`src/rtl/fir_pkg.sv`:
```
// Shared definitions for the serial FIR and its output requantiser.
//   DEF_*      : default widths / shift shared by FIR, requantiser and bench
//   SAT_MAX/MIN: clip bounds of the default 16-bit output
//   requant()  : reference round-half-up / shift / clip of one sample
package fir_pkg;

  localparam int DEF_IN_WIDTH  = 37;
  localparam int DEF_OUT_WIDTH = 16;
  localparam int DEF_SHIFT     = 15;

  localparam longint SAT_MAX = (longint'(1) <<< (DEF_OUT_WIDTH - 1)) - 1;
  localparam longint SAT_MIN = -(longint'(1) <<< (DEF_OUT_WIDTH - 1));

  typedef struct packed {
    logic                            sat;
    logic signed [DEF_OUT_WIDTH-1:0] data;
  } rq_t;

  // 64-bit working width leaves ample headroom for a 37-bit input plus
  // the rounding constant, so no wrap can occur before the shift.
  function automatic rq_t requant(input logic signed [63:0] y, input int shift);
    longint r;
    rq_t    o;
    r     = (y + (longint'(1) <<< (shift - 1))) >>> shift;
    o.sat = (r > SAT_MAX) || (r < SAT_MIN);
    if (r > SAT_MAX)      o.data = DEF_OUT_WIDTH'(SAT_MAX);
    else if (r < SAT_MIN) o.data = DEF_OUT_WIDTH'(SAT_MIN);
    else                  o.data = DEF_OUT_WIDTH'(r);
    return o;
  endfunction

endpackage

```
`src/rtl/fir_out_requant_if.sv`:
```
// Sample stream bundle for the requantiser.
//   y_in/y_valid     : wide FIR accumulator stream (no back-pressure)
//   m_data/m_valid/m_ready : requantised valid/ready output
// master = stream producer/consumer side (FIR + DAC path), slave = requantiser.
interface fir_out_requant_if
  import fir_pkg::*;
#(
  parameter int IN_WIDTH  = DEF_IN_WIDTH,
  parameter int OUT_WIDTH = DEF_OUT_WIDTH
);

  logic signed [IN_WIDTH-1:0]  y_in;
  logic                        y_valid;
  logic signed [OUT_WIDTH-1:0] m_data;
  logic                        m_valid;
  logic                        m_ready;

  modport master (output y_in, y_valid, m_ready, input  m_data, m_valid);
  modport slave  (input  y_in, y_valid, m_ready, output m_data, m_valid);

endinterface

```
`src/rtl/fir_sync_fifo.sv`:
```
// First-word-fall-through synchronous FIFO with registered head.
//   clk/rst     : clock, async active-high reset
//   wr_en_i/wr_data_i : write request; dropped when full and not reading
//   rd_en_i     : consumer ready; a read happens when rd_valid_o && rd_en_i
//   rd_data_o/rd_valid_o : registered head of queue
//   level_o     : occupancy
//   drop_o      : write request discarded this cycle
module fir_sync_fifo #(
  parameter  int WIDTH = 16,
  parameter  int DEPTH = 8,
  localparam int AW    = $clog2(DEPTH)
)(
  input  logic             clk,
  input  logic             rst,
  input  logic             wr_en_i,
  input  logic [WIDTH-1:0] wr_data_i,
  input  logic             rd_en_i,
  output logic [WIDTH-1:0] rd_data_o,
  output logic             rd_valid_o,
  output logic [AW:0]      level_o,
  output logic             drop_o
);

  logic [WIDTH-1:0] mem [DEPTH];
  logic [AW:0]      wr_ptr_q, wr_ptr_d, rd_ptr_q, rd_ptr_d, level_q, level_d;
  logic [WIDTH-1:0] data_q, data_d, head_d;
  logic             valid_q, valid_d;
  logic             full, rd_fire, wr_fire;

  // Extra wrap bit: equal low bits with differing MSB means full.
  assign full    = (wr_ptr_q[AW] != rd_ptr_q[AW]) &&
                   (wr_ptr_q[AW-1:0] == rd_ptr_q[AW-1:0]);
  assign rd_fire = rd_en_i && valid_q;
  // A read in the same cycle frees the slot, so a full FIFO still accepts.
  assign wr_fire = wr_en_i && (!full || rd_fire);
  assign drop_o  = wr_en_i && full && !rd_fire;

  always_comb begin
    wr_ptr_d = wr_ptr_q + (AW+1)'(wr_fire);
    rd_ptr_d = rd_ptr_q + (AW+1)'(rd_fire);
    level_d  = level_q;
    case ({wr_fire, rd_fire})
      2'b10:   level_d = level_q + (AW+1)'(1);
      2'b01:   level_d = level_q - (AW+1)'(1);
      default: level_d = level_q;
    endcase
    // Next head comes from the incoming word when it lands in the head slot
    // (FIFO empty after this cycle's read), otherwise from storage.
    if (wr_fire && (wr_ptr_q[AW-1:0] == rd_ptr_d[AW-1:0])) head_d = wr_data_i;
    else                                                    head_d = mem[rd_ptr_d[AW-1:0]];
    valid_d = (wr_ptr_d != rd_ptr_d);
    data_d  = valid_d ? head_d : '0;
  end

  always_ff @(posedge clk) begin
    if (wr_fire) mem[wr_ptr_q[AW-1:0]] <= wr_data_i;
  end

  always_ff @(posedge clk or posedge rst) begin
    if (rst) begin
      wr_ptr_q <= '0;
      rd_ptr_q <= '0;
      level_q  <= '0;
      valid_q  <= 1'b0;
      data_q   <= '0;
    end else begin
      wr_ptr_q <= wr_ptr_d;
      rd_ptr_q <= rd_ptr_d;
      level_q  <= level_d;
      valid_q  <= valid_d;
      data_q   <= data_d;
    end
  end

  assign rd_data_o  = data_q;
  assign rd_valid_o = valid_q;
  assign level_o    = level_q;

endmodule

```
`src/rtl/fir_out_requant.sv`:
```
// Requantises the wide FIR accumulator stream to OUT_WIDTH bits
// (round-half-up, arithmetic shift, saturate), buffers results in a FIFO
// and keeps sticky saturation / overflow statistics.
//   clk/rst    : clock, async active-high reset
//   bus        : y_in/y_valid in, m_data/m_valid/m_ready out
//   clr_stats  : synchronous clear of flags and counters
//   level      : FIFO occupancy
//   sat_flag/sat_count  : clipped samples (count saturates at all-ones)
//   ovf_flag/drop_count : samples dropped on a full FIFO
module fir_out_requant
  import fir_pkg::*;
#(
  parameter  int IN_WIDTH   = DEF_IN_WIDTH,
  parameter  int OUT_WIDTH  = DEF_OUT_WIDTH,
  parameter  int SHIFT      = DEF_SHIFT,
  parameter  int FIFO_DEPTH = 8,
  parameter  int CNT_WIDTH  = 8,
  localparam int LW         = $clog2(FIFO_DEPTH) + 1
)(
  input  logic                 clk,
  input  logic                 rst,
  fir_out_requant_if.slave     bus,
  input  logic                 clr_stats,
  output logic [LW-1:0]        level,
  output logic                 sat_flag,
  output logic [CNT_WIDTH-1:0] sat_count,
  output logic                 ovf_flag,
  output logic [CNT_WIDTH-1:0] drop_count
);

  localparam logic signed [IN_WIDTH:0] RND  = (IN_WIDTH+1)'(longint'(1) <<< (SHIFT - 1));
  localparam logic signed [IN_WIDTH:0] MAXV = (IN_WIDTH+1)'((longint'(1) <<< (OUT_WIDTH - 1)) - 1);
  localparam logic signed [IN_WIDTH:0] MINV = ~MAXV;  // -MAXV-1

  logic [2:1]                  vld_pipe_q;
  logic signed [IN_WIDTH:0]    ext, rsum, s1_d, s1_q;
  logic signed [OUT_WIDTH-1:0] s2_d, s2_q;
  logic                        sat_d, sat_q;
  logic                        drop, sat_ev;
  logic [CNT_WIDTH-1:0]        sat_cnt_d, sat_cnt_q, drop_cnt_d, drop_cnt_q;
  logic                        sat_flag_d, sat_flag_q, ovf_flag_d, ovf_flag_q;

  // Stage 1: one guard bit so adding the rounding constant cannot wrap.
  always_comb begin
    ext  = {bus.y_in[IN_WIDTH-1], bus.y_in};
    rsum = ext + RND;
    s1_d = rsum >>> SHIFT;
  end

  // Stage 2: clip, with the clip event travelling alongside the data.
  always_comb begin
    sat_d = 1'b0;
    s2_d  = s1_q[OUT_WIDTH-1:0];
    if (s1_q > MAXV) begin
      s2_d  = OUT_WIDTH'(MAXV);
      sat_d = 1'b1;
    end else if (s1_q < MINV) begin
      s2_d  = OUT_WIDTH'(MINV);
      sat_d = 1'b1;
    end
  end

  always_ff @(posedge clk or posedge rst) begin
    if (rst) begin
      vld_pipe_q <= '0;
      s1_q       <= '0;
      s2_q       <= '0;
      sat_q      <= 1'b0;
    end else begin
      vld_pipe_q <= {vld_pipe_q[1], bus.y_valid};
      s1_q       <= s1_d;
      s2_q       <= s2_d;
      sat_q      <= sat_d;
    end
  end

  fir_sync_fifo #(.WIDTH(OUT_WIDTH), .DEPTH(FIFO_DEPTH)) u_fifo (
    .clk        (clk),
    .rst        (rst),
    .wr_en_i    (vld_pipe_q[2]),
    .wr_data_i  (s2_q),
    .rd_en_i    (bus.m_ready),
    .rd_data_o  (bus.m_data),
    .rd_valid_o (bus.m_valid),
    .level_o    (level),
    .drop_o     (drop)
  );

  // Clipping counts every valid stage-2 sample, even one the FIFO drops.
  assign sat_ev = vld_pipe_q[2] && sat_q;

  // Clear first, then count a coincident event on top of the cleared value.
  always_comb begin
    sat_cnt_d  = clr_stats ? '0 : sat_cnt_q;
    drop_cnt_d = clr_stats ? '0 : drop_cnt_q;
    if (sat_ev && !(&sat_cnt_d))  sat_cnt_d  = sat_cnt_d + CNT_WIDTH'(1);
    if (drop   && !(&drop_cnt_d)) drop_cnt_d = drop_cnt_d + CNT_WIDTH'(1);
    sat_flag_d = (sat_flag_q && !clr_stats) || sat_ev;
    ovf_flag_d = (ovf_flag_q && !clr_stats) || drop;
  end

  always_ff @(posedge clk or posedge rst) begin
    if (rst) begin
      sat_cnt_q  <= '0;
      drop_cnt_q <= '0;
      sat_flag_q <= 1'b0;
      ovf_flag_q <= 1'b0;
    end else begin
      sat_cnt_q  <= sat_cnt_d;
      drop_cnt_q <= drop_cnt_d;
      sat_flag_q <= sat_flag_d;
      ovf_flag_q <= ovf_flag_d;
    end
  end

  assign sat_count  = sat_cnt_q;
  assign drop_count = drop_cnt_q;
  assign sat_flag   = sat_flag_q;
  assign ovf_flag   = ovf_flag_q;

endmodule

```
`src/flat_wrapper.sv`:
```
// flat-port wrapper written by rule: the top's interface ports become plain ports
module fir_out_requant_flat import fir_pkg::*;
#(
  parameter  int IN_WIDTH   = DEF_IN_WIDTH,
  parameter  int OUT_WIDTH  = DEF_OUT_WIDTH,
  parameter  int SHIFT      = DEF_SHIFT,
  parameter  int FIFO_DEPTH = 8,
  parameter  int CNT_WIDTH  = 8,
  localparam int LW         = $clog2(FIFO_DEPTH) + 1
)
  (clk, rst, clr_stats, level, sat_flag, sat_count, ovf_flag, drop_count, bus_y_in, bus_y_valid, bus_m_ready, bus_m_data, bus_m_valid);
  fir_out_requant_if #(.IN_WIDTH(IN_WIDTH), .OUT_WIDTH(OUT_WIDTH)) bus_i ();
  input  logic clk;
  input  logic rst;
  input  logic clr_stats;
  output logic [LW-1:0] level;
  output logic sat_flag;
  output logic [CNT_WIDTH-1:0] sat_count;
  output logic ovf_flag;
  output logic [CNT_WIDTH-1:0] drop_count;
  input wire logic [$bits(bus_i.y_in)-1:0] bus_y_in;
  input wire logic [$bits(bus_i.y_valid)-1:0] bus_y_valid;
  input wire logic [$bits(bus_i.m_ready)-1:0] bus_m_ready;
  output wire logic [$bits(bus_i.m_data)-1:0] bus_m_data;
  output wire logic [$bits(bus_i.m_valid)-1:0] bus_m_valid;
  assign bus_i.y_in = bus_y_in;
  assign bus_i.y_valid = bus_y_valid;
  assign bus_i.m_ready = bus_m_ready;
  assign bus_m_data = bus_i.m_data;
  assign bus_m_valid = bus_i.m_valid;
  fir_out_requant #(.IN_WIDTH(IN_WIDTH), .OUT_WIDTH(OUT_WIDTH), .SHIFT(SHIFT), .FIFO_DEPTH(FIFO_DEPTH), .CNT_WIDTH(CNT_WIDTH)) u_core (.clk(clk), .rst(rst), .bus(bus_i), .clr_stats(clr_stats), .level(level), .sat_flag(sat_flag), .sat_count(sat_count), .ovf_flag(ovf_flag), .drop_count(drop_count));
endmodule
```
`config.mk`:
```
export PLATFORM = sky130hd
export DESIGN_NAME = fir_out_requant_flat
export DESIGN_NICKNAME = d
export VERILOG_FILES = /design/src/rtl/fir_pkg.sv /design/src/rtl/fir_out_requant_if.sv /design/src/rtl/fir_sync_fifo.sv /design/src/rtl/fir_out_requant.sv /design/src/flat_wrapper.sv
export SDC_FILE = /design/constraint.sdc
export NUM_CORES = 1
export LEC_CHECK = 0
export ABC_AREA = 1
export CORE_MARGIN = 2
export CORE_UTILIZATION = 60
export CTS_CLUSTER_SIZE = 25
export DETAILED_ROUTE_END_ITERATION = 16
export GPL_ROUTABILITY_DRIVEN = 0
export PLACE_DENSITY_LB_ADDON = 0.25
export REMOVE_ABC_BUFFERS = 1
export SLEW_MARGIN = 15
export SYNTH_ARGS = -nofsm -noshare
export SYNTH_HDL_FRONTEND = slang
export SYNTH_HIERARCHICAL = 1
export SYNTH_SLANG_ARGS = --single-unit
```
`constraint.sdc`:
```
create_clock -name clk -period 5.5 [get_ports clk]
set_input_delay 0.55 -clock clk [delete_from_list [all_inputs] [get_ports clk]]
set_output_delay 0.55 -clock clk [all_outputs]
set_load 0.05 [all_outputs]
```
# == Yosys cells after proc, flatten, opt, wreduce, memory -nomap -nowiden ==
# Memory sizes are Yosys's and may differ from the RTL's.
# Cells that the tools add are included.
# totals
memories,1
ff_bits,89
output_inout_bits,39
word_cells,64
in_bits,42
ramBits,128
# mem_list
name,depth,word_bits,rd,rd_clocked_by_memory_dff,write_ports,line,text
u_core.u_fifo.mem,8,16,1,0,1,fir_sync_fifo.sv:24,logic [WIDTH-1:0] mem [DEPTH];
# op_classes
eq_ne,6
n_lt_le_gt_ge,2
reduce_logical,22
add_sub_neg,7
n_mux,13
# ops
cell,count
$mux W16,4
$add A37 B16 Y38 const B,1
$mux W8,4
$gt A23 B16 Y1 const B,1
$lt A23 B16 Y1 const B,1
$add A8 B1 Y8 const B,2
$reduce_and A8 Y1,2
$logic_and A1 B1 Y1,11
$add A4 B1 Y4,2
$pmux W4 S2,1
$eq A3 B3 Y1,2
$logic_not A1 Y1,5
$add A4 B1 Y4 const B,1
$mux W1,4
$ne A4 B4 Y1,1
$sub A4 B1 Y4 const B,1
$logic_or A1 B1 Y1,3
$eq A2 B1 Y1 const B,1
$eq A2 B2 Y1 const B,1
$reduce_bool A2 Y1,1
$ne A1 B1 Y1,1

# == Longest topological paths before layout ==
# logic_depth
depth_word,8
ltp_mapped,16
ltp_nobuf,16

# == By module ==
# Netlist, hierarchy kept.
# modules_own_cells
module,instances,area_each_um2,cells_each,seq_area_each_um2
fir_sync_fifo,1,6915.4,675,4569.4
fir_out_requant,1,2974.1,368,1501.4

# == Least setup slack after synthesis ==
# Ideal clock, no wire load.
# synth_path
path_type,reg-to-reg
startpoint,"reg u_core.u_fifo.valid_q, in the netlist u_core/u_fifo/rd_valid_o"
endpoint,mem u_core.u_fifo.mem[0][0] (enable)
required_ps,5112
path_buffers,0
setup_slack_ps,3072
arrival_time_ps,2039
synth_period_minus_slack_ps,2428
setup_time_ps,388
path_stages_with_launch,7
cell_sequence,dfrtp_1 > nand2_1 > o21ai_1 > a21oi_2 > a21oi_1 > nand2_1 > nor2_1
# synth_between
elab_chain_cells,5
# synth_rtl
element,line,text
from (decl),fir_sync_fifo.sv:27,"logic valid_q, valid_d;"
from (signal assigned),fir_sync_fifo.sv:70,valid_q <= valid_d;
$logic_and A1 B1 Y1,fir_sync_fifo.sv:33,assign rd_fire = rd_en_i && valid_q;
$logic_or A1 B1 Y1,fir_sync_fifo.sv:35,assign wr_fire = wr_en_i && (!full || rd_fire);
$logic_and A1 B1 Y1,fir_sync_fifo.sv:35,
$mux W1,fir_sync_fifo.sv:56,if (wr_fire) mem[wr_ptr_q[AW-1:0]] <= wr_data_i;
$mux W1 (implied by the code),fir_sync_fifo.sv:56,
to (decl),fir_sync_fifo.sv:24,
# Every way passes these cells.

# == Final worst setup path ==
# layout_path
startpoint,in bus_m_ready
endpoint,"reg u_core.u_fifo.data_q[7], in the netlist u_core/u_fifo/rd_data_o[7]"
# layout_between
elab_chain_cells,6
elab_cells_between_ends,11
cone_classes,2 x add/sub; 2 x eq/ne; 2 x mux; 4 x reduce/logical; 1 x memory
# layout_rtl
element,line,text
from (decl),flat_wrapper.sv:23,input wire logic [$bits(bus_i.m_ready)-1:0] bus_m_ready;
$logic_and A1 B1 Y1 *,fir_sync_fifo.sv:33,
$add A4 B1 Y4 *,fir_sync_fifo.sv:40,rd_ptr_d = rd_ptr_q + (AW+1)'(rd_fire);
via u_core.u_fifo.rd_ptr_d[1],fir_sync_fifo.sv:25,"logic [AW:0] wr_ptr_q, wr_ptr_d, rd_ptr_q, rd_ptr_d, level_q, level_d;"
"parallel branches: the longest is 3 deep, another holds $mem_v2 Z8 W16",-,
$mux W16 *,fir_sync_fifo.sv:52,data_d = valid_d ? head_d : '0;
via u_core.u_fifo.data_d[7],fir_sync_fifo.sv:26,"logic [WIDTH-1:0] data_q, data_d, head_d;"
to (signal assigned),fir_sync_fifo.sv:71,data_q <= data_d;
to (decl),fir_sync_fifo.sv:26,
# Mark *: on every way through the listed nets, which the timed path passes.
# A chain may end at the register's enable or synchronous reset.

==> flow_metrics.py <==
metrics = {
    "critical_path": {
        "end_kind": "flop",
        "required_ps": 5890,
        "crit_fanout": 19,
        "critPathArrivalTime_ps": 3490,
        "cp-start-kind": "input pin",
        "crit_type": "input pin to flop",
    },
    "synthesis": {
        "ys_seq_elements": 217,
        "syn_area_um2": 9890,
        "synth_edf_count": 128,
        "async_flop_share": 0.410,
        "yosysTopAreaCellShare": 0.389,
        "ys_seq_area_frac": 0.614,
        "postSynthCellCount": 1043,
        "yosysWarnings": 6,
        "post-synth-top-area-cell": "edfxtp_1",
        "syn_avg_cell_area_um2": 9.48,
        "synthTopCellsByArea": "edfxtp_1 (39%), dfrtp_1 (23%), nand2_1 (17%)",
        "synth_cell_types": 35,
        "synth_flop_cell": "edfxtp_1",
    },
    "floorplan": {
        "fp.dieH_um": 132,
        "die_w_um": 132,
        "die_area_um2": 17500,
        "initial_core_util": 0.618,
        "top_level_ports": 81,
        "rows": 46,
        "core-area_um2": 16000,
    },
    "pwr": {
        "seq_power_share": 0.354,
        "p_sw_mw": 2.47,
        "max-vdd-ir-drop_v": 0.000348,
        "leakage_nw": 5.15,
        "sw_frac_of_total": 0.404,
        "power_mw": 6.12,
        "p_clk_frac": 0.234,
        "cell_internal_pwr_mw": 3.65,
        "p_comb_frac": 0.412,
        "power_density_nw_per_um2": 535,
    },
    "placed_design": {
        "placed_cell_area_um2": 10700,
        "portBuffers": 66,
        "place_ws_ps": 1930,
        "place_inst": 1304,
        "hpwl_mm": 12.2,
    },
    "sta": {
        "worstMarginPinSlew_ps": 762,
        "setup_slack_ps": 2400,
        "skew_ps": 16.7,
        "rsz0062_at_grt": "false",
        "hold_slack_ps": 348,
        "maxSlewHeadroom": 0.492,
        "finalMaxSlewViolations": 0,
        "min_period_over_period": 0.564,
        "setup_violations": 0,
        "fin_setup_tns_ps": 0,
        "hold_viol": 0,
        "min_period_ps": 3100,
        "fmax_mhz": 323,
    },
    "global_routing": {
        "grt_pass1_wl_mm": 33.9,
        "track_usage": 0.241,
        "grt_pass1_vias": 6833,
        "antenna_found_initial": 0,
        "grt_max_degree": 68,
        "grt-ovfl-total": 0,
    },
    "flow_run": {
        "drv_cap": 0,
    },
    "finish": {
        "final_cells": 1344,
        "n_antenna_cell": 0,
        "syn2layout_area_growth_pct": 15.7,
        "fin_nets": 1164,
        "drive_above_1_share": 0.0816,
        "layout_common_cells": "nand2_1 (440), edfxtp_1 (128), dfrtp_1 (89), nand3_1 (88), nor2_1 (73)",
        "final_cell_area_um2": 11400,
        "final_common_cell": "nand2_1",
        "post-route-util": 0.715,
    },
    "drt": {
        "ant_nets": 0,
        "first_pass_iters": 5,
        "dr_total_vias": 7189,
        "wire_per_inst_um": 15.4,
        "drt-vias-per-instance": 5.35,
        "drc": 0,
        "totalWireLength_mm": 20.6,
        "drt_first_iter_violations": 489,
    },
    "clock_tree": {
        "cts_buffers": 22,
        "clk_path_buf_depth": 3,
        "clkTransAtPathRegs_ps": 60,
        "cts_max_level": 1,
        "clock_latency_ps": 500,
        "post_cts_buffers": 0,
        "cts_sinks": 217,
        "postCtsResizedCells": 0,
        "cts_root_buf": "clkbuf_16",
        "cts.hold.buffers_added": 0,
        "tritoncts": "built",
    },
    "outcome": {
        "status": "complete, no violations",
    },
    "hold_path": {
        "hold_class": "flop to flop",
    },
}
worst max-delay path: stages:
cell and delay [ps]:
clkdlybuf4s50_1 470, nand2_1 70, inv_1 110, ha_2 230, ha_1 420, buf_4 300
inv_1 420, buf_4 390, nand3_1 130, nand2_1 80, nand2_1 40, nand2_1 80
nand2_1 60, inv_1 80, nor2_1 50
metal layers:
metal | global-route usage | vias to the layer above | part of all wire
met4 | 0.0753 | 0 | 0.022
met5 | 0 | - | 0
met2 | 0.403 | 235 | 0.49
li1 | - | 3505 | -
met3 | 0.0327 | 41 | 0.059
met1 | 0.331 | 3408 | 0.43
flip-flops by register name (all words and copies together), names as in the netlist:
name / flops
u_core/u_fifo/mem: 128
u_core/s1_q: 23
u_core/s2_q: 16
u_core/u_fifo/rd_data_o: 16
u_core/drop_count: 8
u_core/sat_count: 8
u_core/u_fifo/level_o: 4
u_core/u_fifo/rd_ptr_q: 4
u_core/u_fifo/wr_ptr_q: 4
u_core/vld_pipe_q: 2
u_core/ovf_flag: 1
u_core/sat_flag: 1
u_core/sat_q: 1
u_core/u_fifo/rd_valid_o: 1
cells by family (layout without fill, tap and decap cells):
family | count (synthesis) | in the layout | synth area share
AOI/OAI and AO/OA | 9 | 9 | 0.00557
xor gates and xnor gates | 27 | 27 | 0.0254
adders and majority gates | 10 | 10 | 0.0127
buffers and inverters | 117 | 202 | 0.0530
DFF | 217 | 217 | 0.614
and+or+nand+nor | 663 | 663 | 0.289
path summary, 6_finish.rpt:
check	start	endpoint	slack, ps	cells after the start
worst max-delay path	bus_m_ready	u_core/u_fifo/rd_data_o[7]	2400	15
worst min-delay path	u_core/vld_pipe_q[1]	u_core/vld_pipe_q[2]	350	0
worst max register to register	u_core/u_fifo/rd_valid_o	u_core/u_fifo/rd_data_o[9]	2480	12
worst min register to register	u_core/vld_pipe_q[1]	u_core/vld_pipe_q[2]	350	0
max in group asynchronous	rst	u_core/s2_q[14]	4370	3
min in group asynchronous	rst	u_core/u_fifo/rd_data_o[15]	480	3
power groups by stage:
stage,Combinational [mW],Sequential [mW],Clock (mW)
floorplan,1.48,2.46,0
global placement,2.44,2.19,0
detailed placement,2.49,2.20,0
CTS,2.51,2.17,1.46
global route,2.78,2.19,1.53
finish,2.52,2.17,1.43
cells in the mapped netlist, drive strengths merged (9+ instances only):
master / number
nand2: 452
nand4: 25
xnor2: 16
buf: 31
edfxtp: 128
nand3b: 9
xor2: 11
nor2: 80
inv: 80
ha: 10
nand3: 94
dfrtp: 89
area by class of cell:
type	instances	area, um^2
clock buffer	30	621
clock inverter	10	90.1
fill	1175	4560
inverter	80	305
multi-input combinational	709	3300
sequential	217	6070
tap	216	270
timing repair buffer	82	781
Power figures use the tool's default switching activity.
